$ cat config.mk
export PLATFORM = sky130hd
export DESIGN_NAME = crg_lane_unpacker
export DESIGN_NICKNAME = d
export VERILOG_FILES = /design/src/rtl/crg_lane_unpacker_pkg.sv /design/src/rtl/crg_lane_unpacker_mux.sv /design/src/rtl/crg_lane_unpacker.sv
export SDC_FILE = /design/constraint.sdc
export NUM_CORES = 1
export LEC_CHECK = 0
export ABC_AREA = 0
export CAP_MARGIN = 20
export CORE_AREA = 2 2 220 222
export DETAILED_ROUTE_END_ITERATION = 6
export DIE_AREA = 0 0 222 224
export PLACE_DENSITY_LB_ADDON = 0.15
export SETUP_SLACK_MARGIN = 0.1
export SYNTH_ARGS = -nofsm -noshare
export SYNTH_HDL_FRONTEND = slang
export SYNTH_SLANG_ARGS = --single-unit
$ cat constraint.sdc
create_clock -name clk_i -period 6.6 [get_ports clk_i]
set_clock_uncertainty 0.15 [all_clocks]
set_input_delay 0.66 -clock clk_i [delete_from_list [all_inputs] [get_ports clk_i]]
set_output_delay 0.66 -clock clk_i [all_outputs]
set_load 0.05 [all_outputs]
$ cat src/rtl/crg_lane_unpacker_pkg.sv
// Shared types and width-decode helpers for the packed PRNG word format.
// A packed word holds 8x32, 4x64, 2x128 or 1x256 independent lanes.
package crg_lane_unpacker_pkg;

   localparam int LEN_PRNG = 256;

   typedef logic [LEN_PRNG-1:0] prng_t;

   // Canonical codes are 3'b000 (32), 3'b001 (64), 3'b011 (128) and 3'b111 (256).
   // Other codes decode by the priority is256 > is128 > is64.
   typedef struct packed {
      logic is256;
      logic is128;
      logic is64;
   } width_t;

   typedef enum logic [2:0] {
      MODE_RAW  = 3'd0,
      MODE_ADD  = 3'd1,
      MODE_XOR  = 3'd2,
      MODE_AND  = 3'd3,
      MODE_BIT  = 3'd4,
      MODE_RSV5 = 3'd5,
      MODE_RSV6 = 3'd6,
      MODE_RSV7 = 3'd7
   } mode_t;

   typedef enum logic {
      ST_IDLE = 1'b0,
      ST_EMIT = 1'b1
   } state_t;

   function automatic logic [3:0] width_to_lanes(input width_t w);
      if (w.is256)      return 4'd1;
      else if (w.is128) return 4'd2;
      else if (w.is64)  return 4'd4;
      else              return 4'd8;
   endfunction

   function automatic logic [8:0] width_to_bits(input width_t w);
      if (w.is256)      return 9'd256;
      else if (w.is128) return 9'd128;
      else if (w.is64)  return 9'd64;
      else              return 9'd32;
   endfunction

endpackage

$ cat src/rtl/crg_lane_unpacker_mux.sv
// Combinational lane selector: picks lane idx of a packed word and zero-extends it.
// Kept stand-alone so other lane-oriented blocks can reuse it.
module crg_lane_mux
   import crg_lane_unpacker_pkg::*;
(
   input  prng_t      data_i,
   input  width_t     width_i,
   input  logic [2:0] idx_i,
   output prng_t      lane_o
);

   logic [31:0]  lane32  [8];
   logic [63:0]  lane64  [4];
   logic [127:0] lane128 [2];

   generate
      for (genvar gi = 0; gi < 8; gi++) begin : g_l32
         assign lane32[gi] = data_i[gi*32 +: 32];
      end
      for (genvar gi = 0; gi < 4; gi++) begin : g_l64
         assign lane64[gi] = data_i[gi*64 +: 64];
      end
      for (genvar gi = 0; gi < 2; gi++) begin : g_l128
         assign lane128[gi] = data_i[gi*128 +: 128];
      end
   endgenerate

   // Only the low idx bits that address a lane at this width are used.
   always_comb begin
      lane_o = '0;
      if (width_i.is256)      lane_o = data_i;
      else if (width_i.is128) lane_o[127:0] = lane128[idx_i[0]];
      else if (width_i.is64)  lane_o[63:0]  = lane64[idx_i[1:0]];
      else                    lane_o[31:0]  = lane32[idx_i];
   end

endmodule

$ cat src/rtl/crg_lane_unpacker.sv
// Accepts one packed PRNG word and streams its lanes out lowest-first,
// one per cycle, each zero-extended to the full word width.
module crg_lane_unpacker
   import crg_lane_unpacker_pkg::*;
#(
   parameter int W_DATA = LEN_PRNG,
   parameter int W_CNT  = 32
) (
   input  logic              clk_i,
   input  logic              rst_n_i,
   input  logic              in_valid_i,
   output logic              in_ready_o,
   input  logic [W_DATA-1:0] in_data_i,
   input  logic [2:0]        in_width_i,
   input  logic [2:0]        in_mode_i,
   output logic              out_valid_o,
   input  logic              out_ready_i,
   output logic [W_DATA-1:0] out_data_o,
   output logic [2:0]        out_idx_o,
   output logic              out_last_o,
   output logic [2:0]        out_width_o,
   output logic [2:0]        out_mode_o,
   output logic [W_CNT-1:0]  word_cnt_o
);

   state_t             state_q;
   logic               valid_q;
   prng_t              data_q;
   width_t             width_q;
   mode_t              mode_q;
   logic [2:0]         idx_q;
   logic [W_CNT-1:0]   cnt_q;

   logic               last_c;
   logic               accept_c;
   prng_t              lane_c;

   // Last-lane flag is qualified by valid so it reads 0 while idle.
   assign last_c     = valid_q && ({1'b0, idx_q} == (width_to_lanes(width_q) - 4'd1));
   assign in_ready_o = (state_q == ST_IDLE) | (valid_q & out_ready_i & last_c);
   assign accept_c   = in_valid_i & in_ready_o;

   always_ff @(posedge clk_i or negedge rst_n_i) begin
      if (!rst_n_i) begin
         state_q <= ST_IDLE;
         valid_q <= 1'b0;
         data_q  <= '0;
         width_q <= '0;
         mode_q  <= MODE_RAW;
         idx_q   <= '0;
         cnt_q   <= '0;
      end else begin
         if (accept_c) begin
            state_q <= ST_EMIT;
            valid_q <= 1'b1;
            data_q  <= prng_t'(in_data_i);
            width_q <= width_t'(in_width_i);
            mode_q  <= mode_t'(in_mode_i);
            idx_q   <= '0;
            cnt_q   <= cnt_q + W_CNT'(1);
         end else if (state_q == ST_EMIT && out_ready_i) begin
            if (last_c) begin
               state_q <= ST_IDLE;
               valid_q <= 1'b0;
            end else begin
               idx_q <= idx_q + 3'd1;
            end
         end
      end
   end

   crg_lane_mux u_lane_mux (
      .data_i  (data_q),
      .width_i (width_q),
      .idx_i   (idx_q),
      .lane_o  (lane_c)
   );

   assign out_valid_o = valid_q;
   assign out_data_o  = W_DATA'(lane_c);
   assign out_idx_o   = idx_q;
   assign out_last_o  = last_c;
   assign out_width_o = width_q;
   assign out_mode_o  = mode_q;
   assign word_cnt_o  = cnt_q;

endmodule

==> metrics, run 1 <==
Pwr Density=between 600 and 700 nW/um2; clock tree from TritonCTS=done; Critical Path End Type=primary output; hold_buf cts=1; clock slew at reported path FFs=around 0.060 ns; GPL Wtd Cong=between 0.8 and 0.9; Gate power share=0.627; Starting DRT DRC Count=1,951; Distinct cells, synth=42; kind of critical path=reg -> out; Max Transition Viols Final=0; status=finished, violations left; Layout Area Growth over Synthesis=37.8%; Hold Crit Class=reg -> reg; gr usage total=0.283; CTS max path bufs=3; relative slew slack=0.215; final worst path period share=0.757; final count of hold timing violations=0; Worst setup SP type=flop; FF-to-FF Start=out_idx_o[1]$_DFFE_PN0P_; Initial DRT Pass Iterations=7; drt total wl=slightly above 70 mm; port bufs=~570; clock root buffer master=clkbuf_16; Least-Margin Pin Slew=1.18 ns; RSZ-0062 raised after global routing=false; WHS=0.331 ns; Seq cells post-synth=~300; TritonCTS buffer count=38; fill count=between 4,000 and 5,000; register area share after synthesis=0.388; largest net degree at the start of global routing=238; failing checks=DRC; Final ANT Viol Nets=0; Die W=222 um; nets@finish=around 2,800; Reg power frac=0.235; Initial Util=0.406; Max H-tree Level=2; Syn Inst Count=about 2,100; row cnt=80; Final Critical Period=5.00 ns; vias in the first global route=approximately 19,000; PnR Total Power=about 0.016 W; Maximum Capacitance Violations=0; Hold Path End=word_cnt_o[31]$_DFFE_PN0P_; Fmax=~200 MHz; peak supply drop=about 340 uV; CP required=~5.8 ns; reg2reg path depth=8; Worst-Skew Late Latency=between 0.5 and 0.6 ns; core area=about 47,000 um2; drt wl/cell=22.0 um; CP arrival=about 4.2 ns; first-pass GRT wire length=around 110 mm; most frequent cells in the layout=nand2_1, clkdlybuf4s50_1, dfrtp_1, o21ai_0, inv_1; Lkg Pwr=11.5 nW; Final TNS setup=0 ns; Reg2Reg Setup Slack=roughly 2.3 ns; via count=17,974; share of layout cells above drive strength 1=0.114; synth warn=0; clk sink count=roughly 300; die height=224 um; Detailed Place HPWL=around 48 mm; Synth Cell Area=around 19,000 um2; Avg Vias per Cell=~5.6; final setup fails=0; Internal=between 0.008 and 0.009 W; Residual DRC=3; Net Sw Power=between 0.008 and 0.009 W; post-CTS resize count=0; switch share=0.506; Post-Syn Area per Cell=9.08 um2; net count after synthesis=approximately 2,400; total grt overflow=0; Top Ports=566; R2R Path End=data_q[101]$_DFFE_PN0P_; setup bufs post-CTS=0; antenna violations before repair=17; most common cell after layout, fill and taps aside=nand2_1; Hold Startpoint=word_cnt_o[31]$_DFFE_PN0P_; clock power share=0.138; hold depth=1; crit path max fanout=61; Die ar.=just under 50,000 um2
kinds of logic after synthesis:
family / after synthesis / share of synthesized area
flops: 298 / 0.388
fa+ha+maj: 2 / 0.00130
compound gates: 365 / 0.124
buf+inv: 305 / 0.0686
simple gates: 891 / 0.199
xor+xnor: 32 / 0.0150
mux: 225 / 0.205
worst max-delay path: stages (launching register included):
cell and delay (ns):
dfrtp_4 1.02, buf_4 0.63, mux4_2 0.57, a22oi_1 0.18
o21ai_0 0.13, mux2_2 0.34, clkdlybuf4s50_1 0.71
flip-flops by register name (all words and copies together) (netlist names):
register     flops
word_cnt_o      32
data_q         256
out_valid_o      1
out_idx_o        3
out_width_o      3
out_mode_o       3
synthesized netlist by cell type, drive strengths merged:
cell | n | area share
a21o | 1 | 0.00039
nand4 | 9 | 0.0033
xor2 | 7 | 0.0036
and3 | 8 | 0.0026
a2111oi | 2 | 0.0029
buf | 86 | 0.026
nand2b | 2 | 0.00065
nor4 | 1 | 0.00065
nor2 | 4 | 0.00078
and4bb | 1 | 0.00065
nand3 | 13 | 0.0034
nand2 | 707 | 0.14
xnor2 | 25 | 0.011
or3 | 1 | 0.00033
inv | 131 | 0.026
a221oi | 1 | 0.0014
a22oi | 32 | 0.012
or2 | 1 | 0.00033
or4 | 1 | 0.00059
mux2i | 33 | 0.017
a21oi | 4 | 0.0010
mux2 | 64 | 0.037
and4 | 1 | 0.00046
mux4 | 128 | 0.15
o21ai | 227 | 0.059
ha | 2 | 0.0013
a211o | 1 | 0.00046
nor2b | 3 | 0.00098
and2 | 130 | 0.042
clkbuf | 88 | 0.017
a22o | 65 | 0.030
a222oi | 32 | 0.017
nor3 | 7 | 0.0018
dfrtp | 298 | 0.39
nor4b | 2 | 0.0020
worst max path at each step:
stage | slack (ns) | startpoint | cells after the start | endpoint
global placement | 2.21 | out_idx_o[0]$_DFFE_PN0P_ | 6 | out_data_o[28]
CTS | 1.54 | out_idx_o[0]$_DFFE_PN0P_ | 6 | out_data_o[26]
finish | 1.60 | out_idx_o[0]$_DFFE_PN0P_ | 6 | out_data_o[26]
global route | 1.34 | out_idx_o[0]$_DFFE_PN0P_ | 6 | out_data_o[30]
floorplan | 3.12 | out_idx_o[0]$_DFFE_PN0P_ | 7 | out_data_o[35]
detailed placement | 2.17 | out_idx_o[0]$_DFFE_PN0P_ | 6 | out_data_o[26]
routing by layer:
layer / up-vias / share of wire / global-route usage
met1: 8866 / 0.39 / 0.351
met2: 801 / 0.48 / 0.464
met4: 10 / 0.041 / 0.134
met5: - / 0.00094 / 0
li1: 8149 / - / -
met3: 148 / 0.084 / 0.0725
through the flow:
stage / util / worst slack, ns / std cells / cell area, um2
finish: 0.560 / 1.60 / 3225 / 26500
global placement: 0.530 / 2.21 / 3144 / 25100
floorplan: - / 3.12 / 2118 / 19200
global route: 0.560 / 1.34 / 3224 / 26500
detailed placement: 0.530 / 2.17 / 3144 / 25100
CTS: 0.559 / 1.54 / 3213 / 26500
layout make-up:
cell class | instances | area (um2) | share of cell area
sequential | 298 | 7470 | 0.282
multi-input combinational | 1515 | 10500 | 0.396
timing repair buffer | 586 | 5900 | 0.222
tap | 615 | 769 | 0.0290
clock inverter | 15 | 208 | 0.00784
antenna | 12 | 30.0 | 0.00113
inverter | 131 | 492 | 0.0186
clock buffer | 53 | 1140 | 0.0431
power by group through the flow:
| stage | registers, W | clock network (W) | logic (W) |
|---|---|---|---|
| floorplan | 0.00331 | 0 | 0.00746 |
| CTS | 0.00383 | 0.00229 | 0.0103 |
| finish | 0.00384 | 0.00225 | 0.0103 |
| global route | 0.00398 | 0.00237 | 0.0109 |
| global placement | 0.00380 | 0 | 0.0101 |
| detailed placement | 0.00385 | 0 | 0.0103 |
No activity file was read; power rests on OpenSTA's default activity.
==> run 2: changes to the inputs <==
==> constraint.sdc (replaced) <==
create_clock -name clk_i -period 4.73 [get_ports clk_i]
set_clock_uncertainty 0.15 [all_clocks]
set_input_delay 0.473 -clock clk_i [delete_from_list [all_inputs] [get_ports clk_i]]
set_output_delay 0.473 -clock clk_i [all_outputs]
set_load 0.05 [all_outputs]
==> metrics, run 2 (synthesis results as in run 1) <==
final count of hold timing violations=0 (unchanged); Die ar.=49,700 um2 (unchanged); most flop-heavy register=data_q; Critical Path Max Stage Delay=0.93 ns (-0.09 ns); Hold Crit Class=in -> reg; row cnt=80 (unchanged); total grt overflow=0 (unchanged); met3 WL=5.56 mm (-6.2%); Maximum Capacitance Violations=0 (unchanged); Cell Area, Placed=25,400 um2 (+1.0%); Initial Util=0.406 (unchanged); Die W=222 um (unchanged); Buf+Inv Stages, Crit Path=2 (unchanged); met2 wire length=34.0 mm (-0.27%); peak supply drop=549 uV (+63%); RSZ-0062 raised after global routing=false; top sig layer=met5; Starting DRT DRC Count=2,005 (+2.8%); Final TNS setup=0 ns (unchanged); core area=47,300 um2 (unchanged); most frequent cells in the layout=nand2_1, clkdlybuf4s50_1, dfrtp_1, o21ai_0, inv_1; Fmax=232 MHz; Avg Vias per Cell=5.58 (about the same); final instance area=26,600 um2 (+0.43%); Largest register FFs=256 (unchanged); drt total wl=70.7 mm (-0.44%); Crit path max-delay family=buffers and inverters; GPL Wtd Cong=0.859 (-2.1%); clk sink count=298 (unchanged); Detailed Place HPWL=48.4 mm (+1.7%); vias in the first global route=18,030 (-2.7%); CTS max path bufs=3 (unchanged); post-CTS resize count=0 (unchanged); clock root buffer master=clkbuf_16; Worst-Skew Late Latency=0.56 ns (about the same); TritonCTS buffer count=38 (unchanged); clock tree from TritonCTS=done; share of layout cells above drive strength 1=0.119 (+0.00504); final worst path period share=0.912; most common cell after layout, fill and taps aside=nand2_1; CP required=4.11 ns (-1.68 ns); Lkg Pwr=11.5 nW (+0.57%); crit path max fanout=60 (-1.6%); failing checks=DRC; nets@finish=2,856 (+0.63%); Critical Path End Type=primary output; first-pass GRT wire length=108 mm (-1.6%); crit-path cells=buf_12 > mux4_2 > a22oi_1 > o21ai_0 > mux2_2 > clkdlybuf4s50_1; status=finished, violations left; Final ANT Viol Nets=0 (unchanged); Top Ports=566 (unchanged); antenna violations before repair=11 (-6); CP arrival=3.69 ns (-0.50 ns); kind of critical path=reg -> out; CP max-delay cell=dfrtp_4; Layout Area Growth over Synthesis=38.4%; Final Critical Period=~4.3 ns; final setup fails=0 (unchanged); fill count=4,258 (+0.66%); Pwr Density=854 nW/um2 (+38%); Worst setup SP type=flop; port bufs=565 (unchanged); drt wl/cell=21.8 um (-0.81%); met1 wire length=28.5 mm (+1.9%); Initial DRT Pass Iterations=7 (unchanged); Least-Margin Pin Slew=0.959 ns (-0.218 ns); gr usage total=0.278 (-0.00461); largest net degree at the start of global routing=184 (-23%); area occupied by multi-input gates=10,500 um2 (unchanged); area occupied by registers=7470 um2 (unchanged); Residual DRC=5 (+2); Max Transition Viols Final=0 (unchanged); clock slew at reported path FFs=0.06 ns (about the same); relative slew slack=0.361 (+0.145); via count=18,053 (+0.44%); Max H-tree Level=2 (unchanged); die height=224 um (unchanged)
run 2: final timing paths:
kind | slack, ns | start | to | cells past startpoint
max in group asynchronous | 2.87 | rst_n_i | data_q[10]$_DFFE_PN0P_ | 3
hold reg to reg | 0.32 | word_cnt_o[31]$_DFFE_PN0P_ | word_cnt_o[31]$_DFFE_PN0P_ | 1
setup / recovery | 0.42 | out_idx_o[1]$_DFFE_PN0P_ | out_data_o[29] | 6
setup reg to reg | 1.32 | out_width_o[1]$_DFFE_PN0P_ | data_q[148]$_DFFE_PN0P_ | 6
min in group asynchronous | 0.41 | rst_n_i | word_cnt_o[14]$_DFFE_PN0P_ | 2
hold / removal | 0.28 | in_data_i[227] | data_q[227]$_DFFE_PN0P_ | 3
run 2: area by class of cell:
class,count,area share
Sequential cell,298,0.281
Antenna cell,8,0.000752
Inverter,131,0.0185
Multi-Input combinational cell,1515,0.394
Timing Repair Buffer,604,0.231
Clock inverter,16,0.00588
Tap cell,615,0.0289
Clock buffer,50,0.0397
run 2: metrics by stage:
stage | total power, W | util | std cells | hold WS [ns] | setup slack (ns)
2_1_floorplan | 0.0150 | - | 2118 | 0.0274 | 1.44
6_report | 0.0227 | 0.562 | 3237 | 0.282 | 0.416
5_1_grt | 0.0239 | 0.562 | 3234 | 0.285 | 0.249
3_5_place_dp | 0.0198 | 0.536 | 3162 | 0.315 | 1.06
4_1_cts | 0.0228 | 0.562 | 3229 | 0.255 | 0.440
3_3_place_gp | 0.0196 | 0.536 | 3162 | 0.310 | 1.09
run 2: repair_timing:
action	4_1_cts	5_1_grt
setup buffers	0	0
hold buffers	1	0
hold endpoints to repair	103	0
setup endpoints to repair	0	0
run 2: worst reg2reg max path, cell delays in order (launching register included):
cell	delay (ns)
dfrtp_4	0.90
and4bb_1	0.32
a221oi_4	0.64
a21o_4	0.66
buf_12	0.38
nand2_1	0.21
nand2_1	0.09
run 2: metal layers:
metal  up-vias  GRT usage
met1      8890      0.358
met5         -          0
met3       132     0.0624
li1       8196          -
met4         6      0.112
met2       829      0.458
run 2: power breakdown:
group	internal, W	switching, W
Sequential	0.00363	0.00166
Clock	0.00168	0.00118
Combinational	0.00583	0.00874
